**config.mk**
```make
export PLATFORM = sky130hd
export DESIGN_NAME = muon_stream_serializer
export DESIGN_NICKNAME = d
export VERILOG_FILES = /design/src/rtl/bitonic_sorter_pkg.sv /design/src/rtl/muon_frame_fifo2.sv /design/src/rtl/muon_stream_serializer.sv
export SDC_FILE = /design/constraint.sdc
export NUM_CORES = 1
export LEC_CHECK = 0
export CAP_MARGIN = 15
export CORE_MARGIN = 4
export CORE_UTILIZATION = 45
export DETAILED_ROUTE_END_ITERATION = 7
export PLACE_DENSITY = 0.67
export SKIP_LAST_GASP = 1
export SYNTH_ARGS = -nofsm -noshare
export SYNTH_HDL_FRONTEND = slang
export SYNTH_SLANG_ARGS = --single-unit
```
**constraint.sdc**
```tcl
create_clock -name clk -period 47.5 [get_ports clk]
set_clock_uncertainty 0.15 [all_clocks]
set_input_delay 4.75 -clock clk [delete_from_list [all_inputs] [get_ports clk]]
set_output_delay 4.75 -clock clk [all_outputs]
set_load 0.01 [all_outputs]
```
**src/rtl/bitonic_sorter_pkg.sv**
```systemverilog
// -----------------------------------------------------------------------------
// bitonic_sorter_pkg
// Shared types for the muon sorting chain: the muon_t candidate record and its
// all-zero constant, plus width helpers and the serializer read-FSM state enum
// used by muon_stream_serializer and muon_frame_fifo2.
// -----------------------------------------------------------------------------
package bitonic_sorter_pkg;

  // One muon candidate; sorting key is pt, the remaining fields ride along.
  typedef struct packed {
    logic [8:0] pt;
    logic [8:0] eta;
    logic [9:0] phi;
    logic       charge;
    logic [2:0] qual;
  } muon_t;

  localparam muon_t MUON_ZERO = '0;

  // Read-side state of the serializer.
  typedef enum logic {
    IDLE,
    STREAM
  } ser_state_t;

  // Bits needed to hold a muon count 0..w.
  function automatic int count_width(input int w);
    return $clog2(w + 1);
  endfunction

  // Bits needed to hold a rank 0..w-1 (at least one bit).
  function automatic int index_width(input int w);
    return (w > 1) ? $clog2(w) : 1;
  endfunction

endpackage

```
**src/rtl/muon_frame_fifo2.sv**
```systemverilog
// -----------------------------------------------------------------------------
// muon_frame_fifo2
// Two-entry FIFO of whole sorted frames {muon_t [0:W-1], effective count}.
// Owns occupancy, write/read pointers and the registered write-ready flag.
//
// Ports:
//   clk, rst        clock, synchronous active-high reset
//   i_wr_valid      frame offered on i_wr_m / i_wr_count
//   o_wr_ready      registered: occupancy < 2 (0 during reset)
//   i_wr_m          frame muons, index 0 highest rank
//   i_wr_count      effective count already clamped by the caller
//   i_pop           drop the head entry (ignored when empty)
//   o_head_valid    head entry present
//   o_head_m        head entry muons
//   o_head_count    head entry count
//   o_next_valid    an entry will be head once the current head pops; this
//                   includes a frame being written on the same edge
//   o_next_first    index-0 muon of that entry
//   o_next_count    count of that entry
// -----------------------------------------------------------------------------
module muon_frame_fifo2
  import bitonic_sorter_pkg::*;
#(
  parameter int W  = 16,
  parameter int CW = count_width(W)
) (
  input  logic          clk,
  input  logic          rst,
  input  logic          i_wr_valid,
  output logic          o_wr_ready,
  input  muon_t         i_wr_m [W],
  input  logic [CW-1:0] i_wr_count,
  input  logic          i_pop,
  output logic          o_head_valid,
  output muon_t         o_head_m [W],
  output logic [CW-1:0] o_head_count,
  output logic          o_next_valid,
  output muon_t         o_next_first,
  output logic [CW-1:0] o_next_count
);

  muon_t         r_m     [2][W];
  logic [CW-1:0] r_count [2];
  logic          r_wr_ptr;
  logic          r_rd_ptr;
  logic [1:0]    r_occ;
  logic          r_wr_ready;

  logic          w_wr_fire;
  logic          w_pop_fire;
  logic [1:0]    w_occ_nxt;

  assign w_wr_fire  = i_wr_valid && r_wr_ready;
  assign w_pop_fire = i_pop && (r_occ != 2'd0);

  // NOTE: every always_comb output gets a default first so no path leaves it unassigned (no latch).
  always_comb begin
    w_occ_nxt = r_occ;
    if (w_wr_fire && !w_pop_fire) begin
      w_occ_nxt = r_occ + 2'd1;
    end else if (!w_wr_fire && w_pop_fire) begin
      w_occ_nxt = r_occ - 2'd1;
    end
  end

  // NOTE: sequential state uses non-blocking assignments so all flops update together.
  always_ff @(posedge clk) begin
    if (rst) begin
      r_wr_ptr   <= 1'b0;
      r_rd_ptr   <= 1'b0;
      r_occ      <= 2'd0;
      r_wr_ready <= 1'b0;
    end else begin
      if (w_wr_fire) begin
        r_wr_ptr <= ~r_wr_ptr;
      end
      if (w_pop_fire) begin
        r_rd_ptr <= ~r_rd_ptr;
      end
      r_occ <= w_occ_nxt;
      // Ready follows the occupancy after this edge, so a pop cannot open
      // the input in the same cycle it happens.
      r_wr_ready <= (w_occ_nxt != 2'd2);
    end
  end

  // NOTE: frame storage is not reset; occupancy alone says which slots hold data.
  always_ff @(posedge clk) begin
    if (w_wr_fire) begin
      for (int i = 0; i < W; i++) begin
        r_m[r_wr_ptr][i] <= i_wr_m[i];
      end
      r_count[r_wr_ptr] <= i_wr_count;
    end
  end

  assign o_wr_ready   = r_wr_ready;
  assign o_head_valid = (r_occ != 2'd0);
  assign o_head_count = r_count[r_rd_ptr];

  always_comb begin
    for (int i = 0; i < W; i++) begin
      o_head_m[i] = r_m[r_rd_ptr][i];
    end
  end

  // Entry that follows the head: the stored second slot when full, or the
  // frame landing in the free slot on this very edge when only one is held.
  always_comb begin
    o_next_valid = 1'b0;
    o_next_first = r_m[~r_rd_ptr][0];
    o_next_count = r_count[~r_rd_ptr];
    if (r_occ == 2'd2) begin
      o_next_valid = 1'b1;
    end else if ((r_occ == 2'd1) && w_wr_fire) begin
      o_next_valid = 1'b1;
      o_next_first = i_wr_m[0];
      o_next_count = i_wr_count;
    end
  end

endmodule

```
**src/rtl/muon_stream_serializer.sv**
```systemverilog
// -----------------------------------------------------------------------------
// muon_stream_serializer
// Turns sorted W-wide muon frames into a valid/ready stream of one muon per
// clock, emitting the first min(count, NOUT) candidates of each frame tagged
// with their rank. A two-frame buffer lets the next frame load while the
// current one drains so consecutive frames stream without bubbles.
//
// Ports:
//   clk, rst     clock, synchronous active-high reset
//   in_valid     in_m / in_count carry a sorted frame
//   in_ready     frame buffer can accept (registered)
//   in_m         sorted frame, index 0 highest rank
//   in_count     valid muons in the frame, clamped to W
//   out_valid    out_muon is valid
//   out_ready    downstream accepts out_muon
//   out_muon     current muon
//   out_index    rank of out_muon within its frame
//   out_first    out_index == 0
//   out_last     final emitted muon of the frame
// All outputs are registered and hold while out_valid && !out_ready.
// -----------------------------------------------------------------------------
module muon_stream_serializer
  import bitonic_sorter_pkg::*;
#(
  parameter  int W    = 16,
  parameter  int NOUT = 16,
  localparam int CW   = count_width(W),
  localparam int IW   = index_width(W)
) (
  input  logic          clk,
  input  logic          rst,
  input  logic          in_valid,
  output logic          in_ready,
  input  muon_t         in_m [W],
  input  logic [CW-1:0] in_count,
  output logic          out_valid,
  input  logic          out_ready,
  output muon_t         out_muon,
  output logic [IW-1:0] out_index,
  output logic          out_first,
  output logic          out_last
);

  ser_state_t    r_state;
  ser_state_t    w_state_nxt;

  logic          r_out_valid;
  muon_t         r_out_muon;
  logic [IW-1:0] r_out_index;
  logic          r_out_first;
  logic          r_out_last;

  logic          w_valid_nxt;
  muon_t         w_muon_nxt;
  logic [IW-1:0] w_index_nxt;
  logic          w_first_nxt;
  logic          w_last_nxt;

  logic [CW-1:0] w_in_eff;
  logic          w_pop;
  logic [IW-1:0] w_idx_inc;

  logic          w_head_valid;
  muon_t         w_head_m [W];
  logic [CW-1:0] w_head_count;
  logic          w_next_valid;
  muon_t         w_next_first;
  logic [CW-1:0] w_next_count;

  // Effective count stored with the frame: clamp to W, then cap at NOUT.
  always_comb begin
    w_in_eff = in_count;
    if (w_in_eff > CW'(W)) begin
      w_in_eff = CW'(W);
    end
    if (w_in_eff > CW'(NOUT)) begin
      w_in_eff = CW'(NOUT);
    end
  end

  muon_frame_fifo2 #(
    .W  (W),
    .CW (CW)
  ) u_fifo (
    .clk          (clk),
    .rst          (rst),
    .i_wr_valid   (in_valid),
    .o_wr_ready   (in_ready),
    .i_wr_m       (in_m),
    .i_wr_count   (w_in_eff),
    .i_pop        (w_pop),
    .o_head_valid (w_head_valid),
    .o_head_m     (w_head_m),
    .o_head_count (w_head_count),
    .o_next_valid (w_next_valid),
    .o_next_first (w_next_first),
    .o_next_count (w_next_count)
  );

  assign w_idx_inc = r_out_index + IW'(1);

  // Next-state and next-output logic. The output registers double as the
  // rank counter: out_index is the position currently presented.
  always_comb begin
    w_state_nxt = r_state;
    w_pop       = 1'b0;
    w_valid_nxt = r_out_valid;
    w_muon_nxt  = r_out_muon;
    w_index_nxt = r_out_index;
    w_first_nxt = r_out_first;
    w_last_nxt  = r_out_last;

    unique case (r_state)
      IDLE: begin
        if (w_head_valid) begin
          if (w_head_count != '0) begin
            w_state_nxt = STREAM;
            w_valid_nxt = 1'b1;
            w_muon_nxt  = w_head_m[0];
            w_index_nxt = '0;
            w_first_nxt = 1'b1;
            w_last_nxt  = (w_head_count == CW'(1));
          end else begin
            // Empty frame: retire it silently, one cycle per frame.
            w_pop = 1'b1;
          end
        end
      end

      STREAM: begin
        if (out_ready) begin
          if (r_out_last) begin
            w_pop = 1'b1;
            if (w_next_valid && (w_next_count != '0)) begin
              // Chain straight into the following frame, no bubble.
              w_muon_nxt  = w_next_first;
              w_index_nxt = '0;
              w_first_nxt = 1'b1;
              w_last_nxt  = (w_next_count == CW'(1));
            end else begin
              w_state_nxt = IDLE;
              w_valid_nxt = 1'b0;
              w_first_nxt = 1'b0;
              w_last_nxt  = 1'b0;
            end
          end else begin
            w_muon_nxt  = w_head_m[w_idx_inc];
            w_index_nxt = w_idx_inc;
            w_first_nxt = 1'b0;
            w_last_nxt  = ((CW'(w_idx_inc) + CW'(1)) == w_head_count);
          end
        end
      end

      default: begin
        w_state_nxt = IDLE;
      end
    endcase
  end

  always_ff @(posedge clk) begin
    if (rst) begin
      r_state <= IDLE;
    end else begin
      r_state <= w_state_nxt;
    end
  end

  always_ff @(posedge clk) begin
    if (rst) begin
      r_out_valid <= 1'b0;
      r_out_muon  <= MUON_ZERO;
      r_out_index <= '0;
      r_out_first <= 1'b0;
      r_out_last  <= 1'b0;
    end else begin
      r_out_valid <= w_valid_nxt;
      r_out_muon  <= w_muon_nxt;
      r_out_index <= w_index_nxt;
      r_out_first <= w_first_nxt;
      r_out_last  <= w_last_nxt;
    end
  end

  assign out_valid = r_out_valid;
  assign out_muon  = r_out_muon;
  assign out_index = r_out_index;
  assign out_first = r_out_first;
  assign out_last  = r_out_last;

endmodule

```
==> flow_metrics.env <==
export IMPL_drtPass1Iterations=7
export IMPL_synth_edf_count=1034
export IMPL_hold_viol_final=0
export IMPL_synth_seq_cells=1080
export IMPL_area_delta_synth_final_pct=24.4
export IMPL_ys_types=57
export IMPL_synth_top_family_by_area="multiplexers"
export IMPL_ys_seq_area_share_pct=74.5
export IMPL_start_kind="primary input"
export IMPL_slew_violations=0
export IMPL_status="finished, final reports clean"
export IMPL_cp_required_ps=47640
export IMPL_dp_slack_ps=38570
export IMPL_synth_area_um2=42900
export IMPL_wl_per_cell_um=27.4
export IMPL_yosys_area_share_simple_pct=2.86
export IMPL_cts_buffers_inserted=111
export IMPL_met1_usage_pct=27.0
export IMPL_grt_use_total_pct=22.6
export IMPL_multi_input_area_um2=10300
export IMPL_worst_slew_pin_slew_ps=1180
export IMPL_die_w_um=317
export IMPL_power_density_nw_per_um2=43.0
export IMPL_final_util_pct=56.3
export IMPL_clk_pin_slew_ps=60
export IMPL_stdcell_area_um2=53400
export IMPL_use_met3_pct=6.72
export IMPL_p_leak_nw=17.0
export IMPL_synth_compound_area_share_pct=4.60
export IMPL_antenna_found_initial=43
export IMPL_root_buffer="clkbuf_16"
export IMPL_drtAntennaViolNets=0
export IMPL_grt_max_degree=177
export IMPL_fin_total_pwr_mw=2.30
export IMPL_setup_viol=0
export IMPL_critPathTopFamily="buffers and inverters"
export IMPL_ctsResizeCount=0
export IMPL_fmax_ghz=0.130
export IMPL_max_slew_margin_rel_pct=21.5
export IMPL_setup_slack_ps=39800
export IMPL_yosys_mux_area_fraction_pct=16.0
export IMPL_yosysWarnings=0
export IMPL_vias_per_cell=5.66
export IMPL_holdWs_ps=356
export IMPL_p_int_mw=1.73
export IMPL_cts_max_level=3
export IMPL_finalSetupTns_ps=0
export IMPL_crit_top_cell="buf_4"
export IMPL_critPathMaxStageDelay_ps=840
export IMPL_synth_ff_type="edfxtp_1"
export IMPL_clk_latency_ps=680
export IMPL_top_usage_layer="met2"
export IMPL_ios=561
export IMPL_regArea_um2=32000
export IMPL_place_congestion=0.859
export IMPL_pwr_share_seq_pct=49.9
export IMPL_path_cells="clkdlybuf4s50_1 -> and3_4 -> buf_16 -> buf_4 -> buf_4"
export IMPL_synth_xor_area_share_pct=0.219
export IMPL_power_switching_mw=0.563
export IMPL_arrival_ps=7850
export IMPL_placed_cells=3977
export IMPL_avgSynthCellArea_um2=19.1
export IMPL_nets=3353
export IMPL_yosys_top_cells_area="edfxtp_1, mux4_2, mux2i_1"
export IMPL_hold_buffers=0
export IMPL_drc_errors=0
export IMPL_syn_inst=2251
export IMPL_maxCapViolCount=0
export IMPL_dpl_cell_area_um2=49800
export IMPL_synthesis_nets=2777
export IMPL_dieArea_um2=100000
export IMPL_rsz0062_at_grt="no"
export IMPL_io_buffers=560
export IMPL_vias=23900
export IMPL_timing_final_crit_period_ps=7700
export IMPL_fill_cells=7122
export IMPL_drt_initial_drc_count=2053
export IMPL_synthArstFlopShare_pct=0
export IMPL_post_synth_top_count_cell="edfxtp_1"
export IMPL_p_comb_share_pct=14.5
export IMPL_p_clk_share_pct=35.6
export IMPL_core_area_um2=94900
export IMPL_tritoncts="built"
export IMPL_path_buf_inv=4
export IMPL_fp_dieH_um=317
export IMPL_synth_largest_area_cell="edfxtp_1"
export IMPL_drive_gt1_share_pct=14.8
export IMPL_synthAdderAreaFrac_pct=0.146
export IMPL_cp_slowest_cell="buf_4"
export IMPL_postCtsSetupBuffers=0
export IMPL_final_cells=4218
export IMPL_grt_pass1_vias=25000
export IMPL_grt_overflow=0
export IMPL_period_share_pct=16.2
export IMPL_fp_row_count=113
export IMPL_cp_end_kind="flop"
export IMPL_grt_pass1_wl_mm=164
export IMPL_start_util_pct=45.3
export IMPL_cts_sinks=1080
export IMPL_synthTopCellsByCount="edfxtp_1, mux2i_1, mux4_2, nand2_1, o21ai_0"
export IMPL_synth_top_area_share_pct=72.3
export IMPL_ir_drop_uv=35.5
export IMPL_hp_class="flop to flop"
export IMPL_clock_path_buffers=3
export IMPL_hpwl_mm=79.1
export IMPL_wl_mm=116
export IMPL_met2_usage_pct=38.8
export IMPL_worstSetupPathType="primary input to flop"
export IMPL_netSwitchingFraction_pct=24.5
export IMPL_cp_max_fo=69
==> worst paths after layout <==
kind	startpoint	end	slack [ps]	cells past startpoint
max	in_valid	u_fifo.r_m[1][278]$_DFFE_PP_	39800	5
min	out_muon[14]$_SDFFE_PP0P_	out_muon[14]$_SDFFE_PP0P_	360	2
max reg2reg	out_index[0]$_SDFFE_PP0P_	out_muon[0]$_SDFFE_PP0P_	41730	10
min reg2reg	out_muon[14]$_SDFFE_PP0P_	out_muon[14]$_SDFFE_PP0P_	360	2
==> tightest hold or removal path, cell delays in order (launching register included) <==
cell,delay (ps)
dfxtp_1,310
nor2_1,100
a311oi_1,50
==> placed cells by master, fill, tap and decap left out, drive strengths merged, types with 10 or more instances in the layout <==
cell type      instances
buf                   40
nor3                  12
nor2                  48
o22ai                 15
o2111ai               18
nand3                 16
o211ai                10
edfxtp              1034
mux2i                220
a22oi                 38
dfxtp                 46
o21ai                 96
clkdlybuf4s50        559
nor2b                 11
diode                 32
clkbuf               148
mux4                 196
a211oi                13
a32oi                 22
o32ai                 25
clkinv                49
a21oi                 17
nand2                172
mux2                  23
==> cell type report <==
cell class                 instances  area share (%)
antenna                           32           0.150
inverter                           9          0.0633
clock buffer                     148            5.56
tap                             1265            2.96
timing repair buffer             599            11.1
multi-input combinational       1026            19.4
clock inverter                    59           0.879
sequential                      1080            59.9
==> power groups by stage <==
stage,sequential [mW],combinational [mW],clock (mW)
floorplan,1.21,0.171,0
detailed placement,1.17,0.333,0
CTS,1.15,0.334,0.834
finish,1.15,0.333,0.818
global placement,1.16,0.326,0
global route,1.15,0.355,0.877
==> cells by family (layout without fill, tap and decap cells) <==
family | after synthesis | count (layout)
XOR/XNOR | 9 | 9
flip-flops | 1080 | 1080
adder cells (fa/ha/maj) | 5 | 5
AO/OA/AOI/OAI | 289 | 289
buffers and inverters | 145 | 815
other | 0 | 32
multiplexers | 439 | 439
AND/OR/NAND/NOR | 284 | 284
==> state kept, by name, indices dropped and copies added, names as in the netlist, 2 cells and up, named ones only <==
name,cells
out_index,4
out_muon,32
u_fifo.r_count,10
u_fifo.r_occ,2
u_fifo.r_m,1024
==> per-layer routing <==
layer / vias up / part of all wire [%]
li1: 10400 / -
met1: 12300 / 36
met2: 925 / 52
met3: 175 / 8.9
met4: 20 / 3.1
met5: - / 0.11
Power figures use the tool's default switching activity.
